--- config.mk ---
export PLATFORM = sky130hd
export DESIGN_NAME = prod_accum_flat
export DESIGN_NICKNAME = d
export VERILOG_FILES = /design/src/rtl/prod_accum_pkg.sv /design/src/rtl/prod_accum_if.sv /design/src/rtl/prod_accum_beat_counter.sv /design/src/rtl/prod_accum.sv /design/src/flat_wrapper.sv
export SDC_FILE = /design/constraint.sdc
export NUM_CORES = 1
export LEC_CHECK = 0
export ABC_AREA = 1
export CAP_MARGIN = 5
export CORE_UTILIZATION = 55
export CTS_CLUSTER_SIZE = 8
export DETAILED_ROUTE_END_ITERATION = 16
export MAX_ROUTING_LAYER = met4
export PLACE_DENSITY = 0.93
export SLEW_MARGIN = 20
export SYNTH_ARGS = -nofsm -noshare
export SYNTH_HDL_FRONTEND = slang
export SYNTH_SLANG_ARGS = --single-unit
--- constraint.sdc ---
create_clock -name Clk -period 6.4 [get_ports Clk]
set_clock_uncertainty 0.15 [all_clocks]
set_input_delay 0.64 -clock Clk [delete_from_list [all_inputs] [get_ports Clk]]
set_output_delay 0.64 -clock Clk [all_outputs]
set_load 0.05 [all_outputs]
--- src/rtl/prod_accum_pkg.sv ---
// Shared constants and FSM state encoding for the product accumulator.
package prod_accum_pkg;

    localparam int unsigned DefDataWidth = 32;
    localparam int unsigned DefAccWidth  = 40;
    localparam int unsigned DefCntWidth  = 8;

    // Encoding 2'd3 is unused; the FSM recovers from it to StIdle.
    typedef enum logic [1:0] {
        StIdle  = 2'd0,
        StAccum = 2'd1,
        StDone  = 2'd2
    } state_e;

endpackage

--- src/rtl/prod_accum_if.sv ---
// Job control, product stream and result handshake of the product accumulator.
interface prod_accum_if #(
    parameter int unsigned DATAWIDTH = 32,
    parameter int unsigned ACCWIDTH  = 40,
    parameter int unsigned CNTWIDTH  = 8
);

    logic                 start;
    logic [CNTWIDTH-1:0]  len;
    logic [DATAWIDTH-1:0] prod;
    logic                 prod_valid;
    logic                 prod_ready;
    logic [ACCWIDTH-1:0]  sum;
    logic                 sum_valid;
    logic                 sum_ready;
    logic                 busy;
    logic                 ovf;

    modport master (
        output start, len, prod, prod_valid, sum_ready,
        input  prod_ready, sum, sum_valid, busy, ovf
    );

    modport slave (
        input  start, len, prod, prod_valid, sum_ready,
        output prod_ready, sum, sum_valid, busy, ovf
    );

endinterface

--- src/rtl/prod_accum_beat_counter.sv ---
// Counts accepted beats of a job against the job length latched at start.
module prod_accum_beat_counter #(
    parameter int unsigned CNTWIDTH = 8
) (
    input  logic                Clk,
    input  logic                Rst_n,
    input  logic                load_i,
    input  logic [CNTWIDTH-1:0] len_i,
    input  logic                inc_i,
    output logic                last_o
);

    logic [CNTWIDTH-1:0] count_d, count_q;
    logic [CNTWIDTH-1:0] len_d, len_q;

    always_comb begin
        count_d = count_q;
        len_d   = len_q;
        if (load_i) begin
            len_d   = len_i;
            count_d = '0;
        end else if (inc_i) begin
            count_d = count_q + CNTWIDTH'(1);
        end
    end

    always_ff @(posedge Clk or negedge Rst_n) begin
        if (!Rst_n) begin
            count_q <= '0;
            len_q   <= '0;
        end else begin
            count_q <= count_d;
            len_q   <= len_d;
        end
    end

    assign last_o = (count_q == len_q - CNTWIDTH'(1));

endmodule

--- src/rtl/prod_accum.sv ---
// Accumulates 'len' multiplier products per job and presents the registered total.
module prod_accum
    import prod_accum_pkg::*;
#(
    parameter int unsigned DATAWIDTH = DefDataWidth,
    parameter int unsigned ACCWIDTH  = DefAccWidth,
    parameter int unsigned CNTWIDTH  = DefCntWidth
) (
    input logic         Clk,
    input logic         Rst_n,
    prod_accum_if.slave bus
);

    state_e              state_d, state_q;
    logic [ACCWIDTH-1:0] acc_d, acc_q;
    logic                ovf_d, ovf_q;

    logic                beat;
    logic                load;
    logic                last;
    logic [ACCWIDTH-1:0] acc_sum;
    logic                carry;

    assign beat = bus.prod_valid && (state_q == StAccum);
    assign load = (state_q == StIdle) && bus.start && (bus.len != '0);

    assign {carry, acc_sum} = {1'b0, acc_q} + (ACCWIDTH + 1)'(bus.prod);

    prod_accum_beat_counter #(
        .CNTWIDTH (CNTWIDTH)
    ) u_beat_counter (
        .Clk    (Clk),
        .Rst_n  (Rst_n),
        .load_i (load),
        .len_i  (bus.len),
        .inc_i  (beat),
        .last_o (last)
    );

    always_comb begin
        state_d = state_q;
        acc_d   = acc_q;
        ovf_d   = ovf_q;
        case (state_q)
            StIdle: begin
                if (bus.start) begin
                    acc_d   = '0;
                    ovf_d   = 1'b0;
                    state_d = (bus.len != '0) ? StAccum : StDone;
                end
            end
            StAccum: begin
                if (beat) begin
                    acc_d = acc_sum;
                    ovf_d = ovf_q | carry;
                    if (last) begin
                        state_d = StDone;
                    end
                end
            end
            StDone: begin
                if (bus.sum_ready) begin
                    state_d = StIdle;
                end
            end
            default: state_d = StIdle;
        endcase
    end

    always_ff @(posedge Clk or negedge Rst_n) begin
        if (!Rst_n) begin
            state_q <= StIdle;
            acc_q   <= '0;
            ovf_q   <= 1'b0;
        end else begin
            state_q <= state_d;
            acc_q   <= acc_d;
            ovf_q   <= ovf_d;
        end
    end

    // Handshake outputs decode only from registered state: no prod_valid -> prod_ready path.
    assign bus.prod_ready = (state_q == StAccum);
    assign bus.sum_valid  = (state_q == StDone);
    assign bus.busy       = (state_q == StAccum) || (state_q == StDone);
    assign bus.sum        = acc_q;
    assign bus.ovf        = ovf_q;

endmodule

--- src/flat_wrapper.sv ---
// flat-port wrapper written by rule: the top's interface ports become plain ports
module prod_accum_flat import prod_accum_pkg::*;
#(
    parameter int unsigned DATAWIDTH = DefDataWidth,
    parameter int unsigned ACCWIDTH  = DefAccWidth,
    parameter int unsigned CNTWIDTH  = DefCntWidth
)
  (Clk, Rst_n, bus_start, bus_len, bus_prod, bus_prod_valid, bus_sum_ready, bus_prod_ready, bus_sum, bus_sum_valid, bus_busy, bus_ovf);
  prod_accum_if #(.DATAWIDTH(DATAWIDTH), .ACCWIDTH(ACCWIDTH), .CNTWIDTH(CNTWIDTH)) bus_i ();
  input logic Clk;
  input logic Rst_n;
  input wire logic [$bits(bus_i.start)-1:0] bus_start;
  input wire logic [$bits(bus_i.len)-1:0] bus_len;
  input wire logic [$bits(bus_i.prod)-1:0] bus_prod;
  input wire logic [$bits(bus_i.prod_valid)-1:0] bus_prod_valid;
  input wire logic [$bits(bus_i.sum_ready)-1:0] bus_sum_ready;
  output wire logic [$bits(bus_i.prod_ready)-1:0] bus_prod_ready;
  output wire logic [$bits(bus_i.sum)-1:0] bus_sum;
  output wire logic [$bits(bus_i.sum_valid)-1:0] bus_sum_valid;
  output wire logic [$bits(bus_i.busy)-1:0] bus_busy;
  output wire logic [$bits(bus_i.ovf)-1:0] bus_ovf;
  assign bus_i.start = bus_start;
  assign bus_i.len = bus_len;
  assign bus_i.prod = bus_prod;
  assign bus_i.prod_valid = bus_prod_valid;
  assign bus_i.sum_ready = bus_sum_ready;
  assign bus_prod_ready = bus_i.prod_ready;
  assign bus_sum = bus_i.sum;
  assign bus_sum_valid = bus_i.sum_valid;
  assign bus_busy = bus_i.busy;
  assign bus_ovf = bus_i.ovf;
  prod_accum #(.DATAWIDTH(DATAWIDTH), .ACCWIDTH(ACCWIDTH), .CNTWIDTH(CNTWIDTH)) u_core (.Clk(Clk), .Rst_n(Rst_n), .bus(bus_i));
endmodule
# After elaboration in Yosys (flattened, before gate mapping)
# Index checks and enable logic that the tools add are counted.
# word_totals
n_memories,0
in_bits,45
elab_cells,40
output_inout_bits,44
ramBits,0
latchBits,0
mem_bits_ro,0
reg_bits,59
# op_classes
n_lt_le_gt_ge,0
eq_ne,7
reduce_logical,10
div_mod_pow,0
n_mul,0
addsub,3
shifts,0
bitwise,1
n_mux,14
# op_table
op,n
$mux 40,2
$pmux 40 s2,1
$add 40x32->41,1
$mux 8,2
$mux 2,5
$add 8x1->8 const B,1
$eq 8x8->1,1
$reduce_bool 8->1,1
$sub 8x1->8 const B,1
$pmux 2 s3,1
$ne 2x1->1 const B,2
$ne 2x2->1 const B,2
$reduce_and 4->1,1
$reduce_bool 2->1,2
$logic_and 1x1->1,3
$reduce_and 3->1,1
$eq 2x1->1 const B,1
$eq 2x2->1 const B,1
$logic_not 2->1,1
$mux 1,2
$pmux 1 s2,1
$logic_or 1x1->1,1
$or 1x1->1,1

# Depth between registers and ports, before layout
# depth
word_depth,5
mapped_depth,15
ltp_nobuf,15

# By module
# Synthesis repeated with hierarchy kept, for this count alone.
# hier_totals
cells_unflattened,901
area_unflattened_um2,5486.5
# by_module_without_submodules
module,cells_per_inst,seq_area_each_um2,n_inst,area_per_inst_um2
prod_accum,760,1076.0,1,4473.0
prod_accum_beat_counter,141,400.4,1,1013.5

# Worst setup path before layout
# OpenSTA, ideal clock, no wires.
# synth_path
path_kind,reg2reg
from,reg u_core.acc_q[0] (netlist: u_core.bus.sum[0])
to,reg u_core.acc_q[38] (netlist: u_core.bus.sum[38])
t_required_ps,6129
path_buffers,0
setup_ps,121
t_arrival_ps,2065
path_slack_ps,4064
stages_incl_launch_ff,13
period_less_slack_ps,2336
path_cell_list,dfrtp_1 > ha_1 > fa_1 > nand3_1 > nand3_2 > nand2_1 > nand2_1 > nand2_1 > nand3_2 > nand2_1 > nand2_1 > a21oi_1 > nor2_1
# synth_via
elab_chain_len,3
# synth_lines
item,line,text
start: declaration,prod_accum.sv:15,"logic [ACCWIDTH-1:0] acc_d, acc_q;"
start signal: assignment,prod_accum.sv:73,acc_q <= '0;
start signal: assignment,prod_accum.sv:77,acc_q <= acc_d;
$add 40x32->41,prod_accum.sv:27,"assign {carry, acc_sum} = {1'b0, acc_q} + (ACCWIDTH + 1)'(bus.prod);"
$mux 40,prod_accum.sv:53,if (beat) begin
$pmux 40 s2,prod_accum.sv:44,case (state_q)
# No other way between the ends. The select of a mux whose other input is x is not followed.
# A chain may end at the register's enable or synchronous reset.

# Worst setup path in the final report
# layout_path
from,reg u_core.state_q[1]
to,out bus_prod_ready
# layout_via
elab_chain_len,1
# layout_lines
item,line,text
start: declaration,prod_accum.sv:14,"state_e state_d, state_q;"
start signal: assignment,prod_accum.sv:72,state_q <= StIdle;
start signal: assignment,prod_accum.sv:76,state_q <= state_d;
$eq 2x1->1,prod_accum.sv:83,assign bus.prod_ready = (state_q == StAccum);
end: declaration,flat_wrapper.sv:17,output wire logic [$bits(bus_i.prod_ready)-1:0] bus_prod_ready;
# No other way between the ends.

==> impl_metrics.yaml <==
logic_synthesis:
  yosys-top-cells-count: "328 x nand2_1, 136 x inv_1, 81 x nor2_1"
  synth-seq-cells: 59
  yosysWarnings: 0
  synthTopCellsByArea: "dfrtp_1 27%, nand2_1 23%, inv_1 9.4%"
  synth_ff_type: "dfrtp_1"
  synth_top_area_frac: 0.271
  syn_area_mm2: 0.00544
  syn_inst: 881
  async_flop_share: 1.00
  synth_area_per_cell_um2: 6.18
  synth_nets: 964
  synth.most_common_cell: "nand2_1"
  synth.distinct_cells: 38
  synth_top_area_cell: "dfrtp_1"
  synth_edf_count: 0
  ys_seq_area_frac: 0.271
worst_setup_path:
  r2r_end: "u_core.bus.sum[4]$_DFFE_PN0P_"
  end_kind: "output pin"
  ff2ff_setup_slack_ps: 3980
  r2r-start: "u_core.state_q[1]$_DFFE_PN0P_"
  crit_type: "flip-flop to output pin"
  cp.arrival_ps: 1900
  critPathLaunchType: "flip-flop"
  crit_end: "bus_prod_ready"
  crit_fanout: 4
  reg2reg_depth: 7
  cp.required_ps: 5610
  crit_start: "u_core.state_q[1]$_DFFE_PN0P_"
global_routing:
  grt_max_degree: 60
  grt_pass1_vias: 5432
  grt_first_pass_wirelength_mm: 24.8
  grt_use_total: 0.318
  grt-ovfl-total: 0
  antenna_found_initial: 0
drt:
  via_count: 5803
  drtIter0Drc: 437
  drt-pass1-iter-count: 5
  antenna_left: 0
  viasPerCell: 5.24
  routedWlPerCell_um: 13.5
  wl_mm: 14.9
  drc: 0
floorplanning:
  num_rows: 35
  start_util: 0.578
  core_area_mm2: 0.00942
  die_x_um: 101
  dieArea_mm2: 0.0103
  top_level_ports: 89
  die_y_um: 101
clock_network:
  numClockSinks: 59
  cts_hold_buf: 0
  path_clk_slew_ps: 90
  h-tree-depth: 3
  clk_path_buf_depth: 2
  cts_tree: "yes"
  cts_made_buffers: 9
  cts-resized-gates: 0
  cts-root-buf: "clkbuf_8"
  clkLatencyLatePin_ps: 360
  cts_setup_buffers: 0
sta:
  maxSlewHeadroom: 0.484
  setup-tns-final_ps: 0
  worst_pin_slew_ps: 774
  rsz0062_at_grt: "no"
  holdWs_ps: 269
  setup_viol: 0
  max_freq_mhz: 372
  hold_violations: 0
  finalCritPeriodShare: 0.420
  period_needed_ps: 2690
  slew_viol_final: 0
pwr:
  pwr_density_cell_mw_per_mm2: 432
  p_leak_nw: 3.56
  vdd_drop_max_v: 0.000442
cells_and_area:
  drive_above_1_share: 0.0665
  final_nets: 1056
  fill_cells: 809
  n_antenna_cell: 0
  post-route-util: 0.704
  area_growth_syn_to_layout_pct: 21.8
hold_path:
  hold_class: "primary input to async pin"
status:
  outcome: "complete, no violations"
place:
  port_buffers: 88
  place.detailed.hpwl_mm: 11.5
  gp_congestion: 0.995
run:
  drv_cap: 0
==> layout make-up <==
cell class	count	area, um^2	area share
multi-input combinational	667	3370	0.509
sequential	59	1480	0.223
timing repair buffer	90	891	0.134
inverter	146	548	0.0827
tap	129	161	0.0243
clock buffer	10	128	0.0193
clock inverter	6	50.0	0.00755
==> metal layers <==
metal	routed length [um]	GRT usage	part of all wire	vias up
met5	0	-	0	-
met4	214	0.0780	0.014	0
met3	1140	0.0690	0.077	22
met2	6940	0.522	0.47	244
met1	6620	0.397	0.44	2604
li1	-	-	-	2933
==> worst min path at each step <==
stage / depth (start not counted) / start / slack (ps) / end
2_1_floorplan: 0 / Rst_n / 190 / u_core.bus.ovf$_DFFE_PN0P_
3_3_place_gp: 2 / u_core.u_beat_counter.len_q[1]$_DFFE_PN0P_ / 320 / u_core.u_beat_counter.len_q[1]$_DFFE_PN0P_
3_5_place_dp: 2 / u_core.u_beat_counter.len_q[1]$_DFFE_PN0P_ / 350 / u_core.u_beat_counter.len_q[1]$_DFFE_PN0P_
4_1_cts: 2 / Rst_n / 290 / u_core.bus.sum[1]$_DFFE_PN0P_
5_1_grt: 2 / Rst_n / 350 / u_core.bus.sum[1]$_DFFE_PN0P_
6_report: 2 / Rst_n / 270 / u_core.bus.sum[1]$_DFFE_PN0P_
==> flip-flops by register name (all words and copies together) (netlist names) <==
name	cells
u_core.bus.sum	40
u_core.u_beat_counter.count_q	8
u_core.u_beat_counter.len_q	8
u_core.state_q	2
u_core.bus.ovf	1
==> cell families (layout without fill, tap and decap cells) <==
kind of cell | Yosys count | count (layout) | share of synthesized area
and+or+nand+nor | 516 | 516 | 0.404
buffers and inverters | 155 | 252 | 0.109
AOI/OAI and AO/OA | 98 | 98 | 0.100
DFF | 59 | 59 | 0.271
xor gates and xnor gates | 15 | 15 | 0.0267
adders and majority gates | 38 | 38 | 0.0887
==> where the power goes <==
| group | switching [mW] | total (mW) | internal, mW | leakage [nW] |
|---|---|---|---|---|
| Clock | 0.179 | 0.324 | 0.145 | 0.0835 |
| Sequential | 0.117 | 0.610 | 0.492 | 0.778 |
| Combinational | 1.30 | 1.93 | 0.628 | 2.70 |
==> through the flow <==
stage / cells / total power, mW / instance area (um^2) / setup WS, ps
final: 1107 / 2.86 / 6630 / 3710
after global routing: 1107 / 3.08 / 6630 / 3640
after CTS: 1107 / 2.84 / 6630 / 3690
after detailed placement: 1091 / 2.51 / 6450 / 3500
after global placement: 1091 / 2.47 / 6450 / 3550
after floorplan: 881 / 2.00 / 5440 / 4060
==> layout by cell type, fill, tap and decap left out, types with 2 or more instances in the layout <==
cell and instances:
nand3b_1 6, clkinvlp_4 2, a31o_2 2, dfrtp_1 59
a21oi_1 42, nand2_1 328, a22o_1 2, nor2_1 81
xor2_1 7, clkdlybuf4s50_1 87, buf_4 2, nand3_1 47
nor4_1 2, o21bai_1 2, clkbuf_8 9, nor3_1 14
inv_2 10, nand4_1 4, nor2_2 5, ha_1 37
nand2_2 12, o21ai_0 42, nor2_4 3, o31ai_1 2
clkinv_4 2, xnor2_1 7, inv_6 2, nand3_2 9
inv_1 136
==> critical path, cell delays in order, from the launching register on <==
cell and delay (ps):
dfrtp_1 400, inv_1 80, ha_1 230, clkdlybuf4s50_1 830
Note: power is estimated with default switching activity, not from simulation.
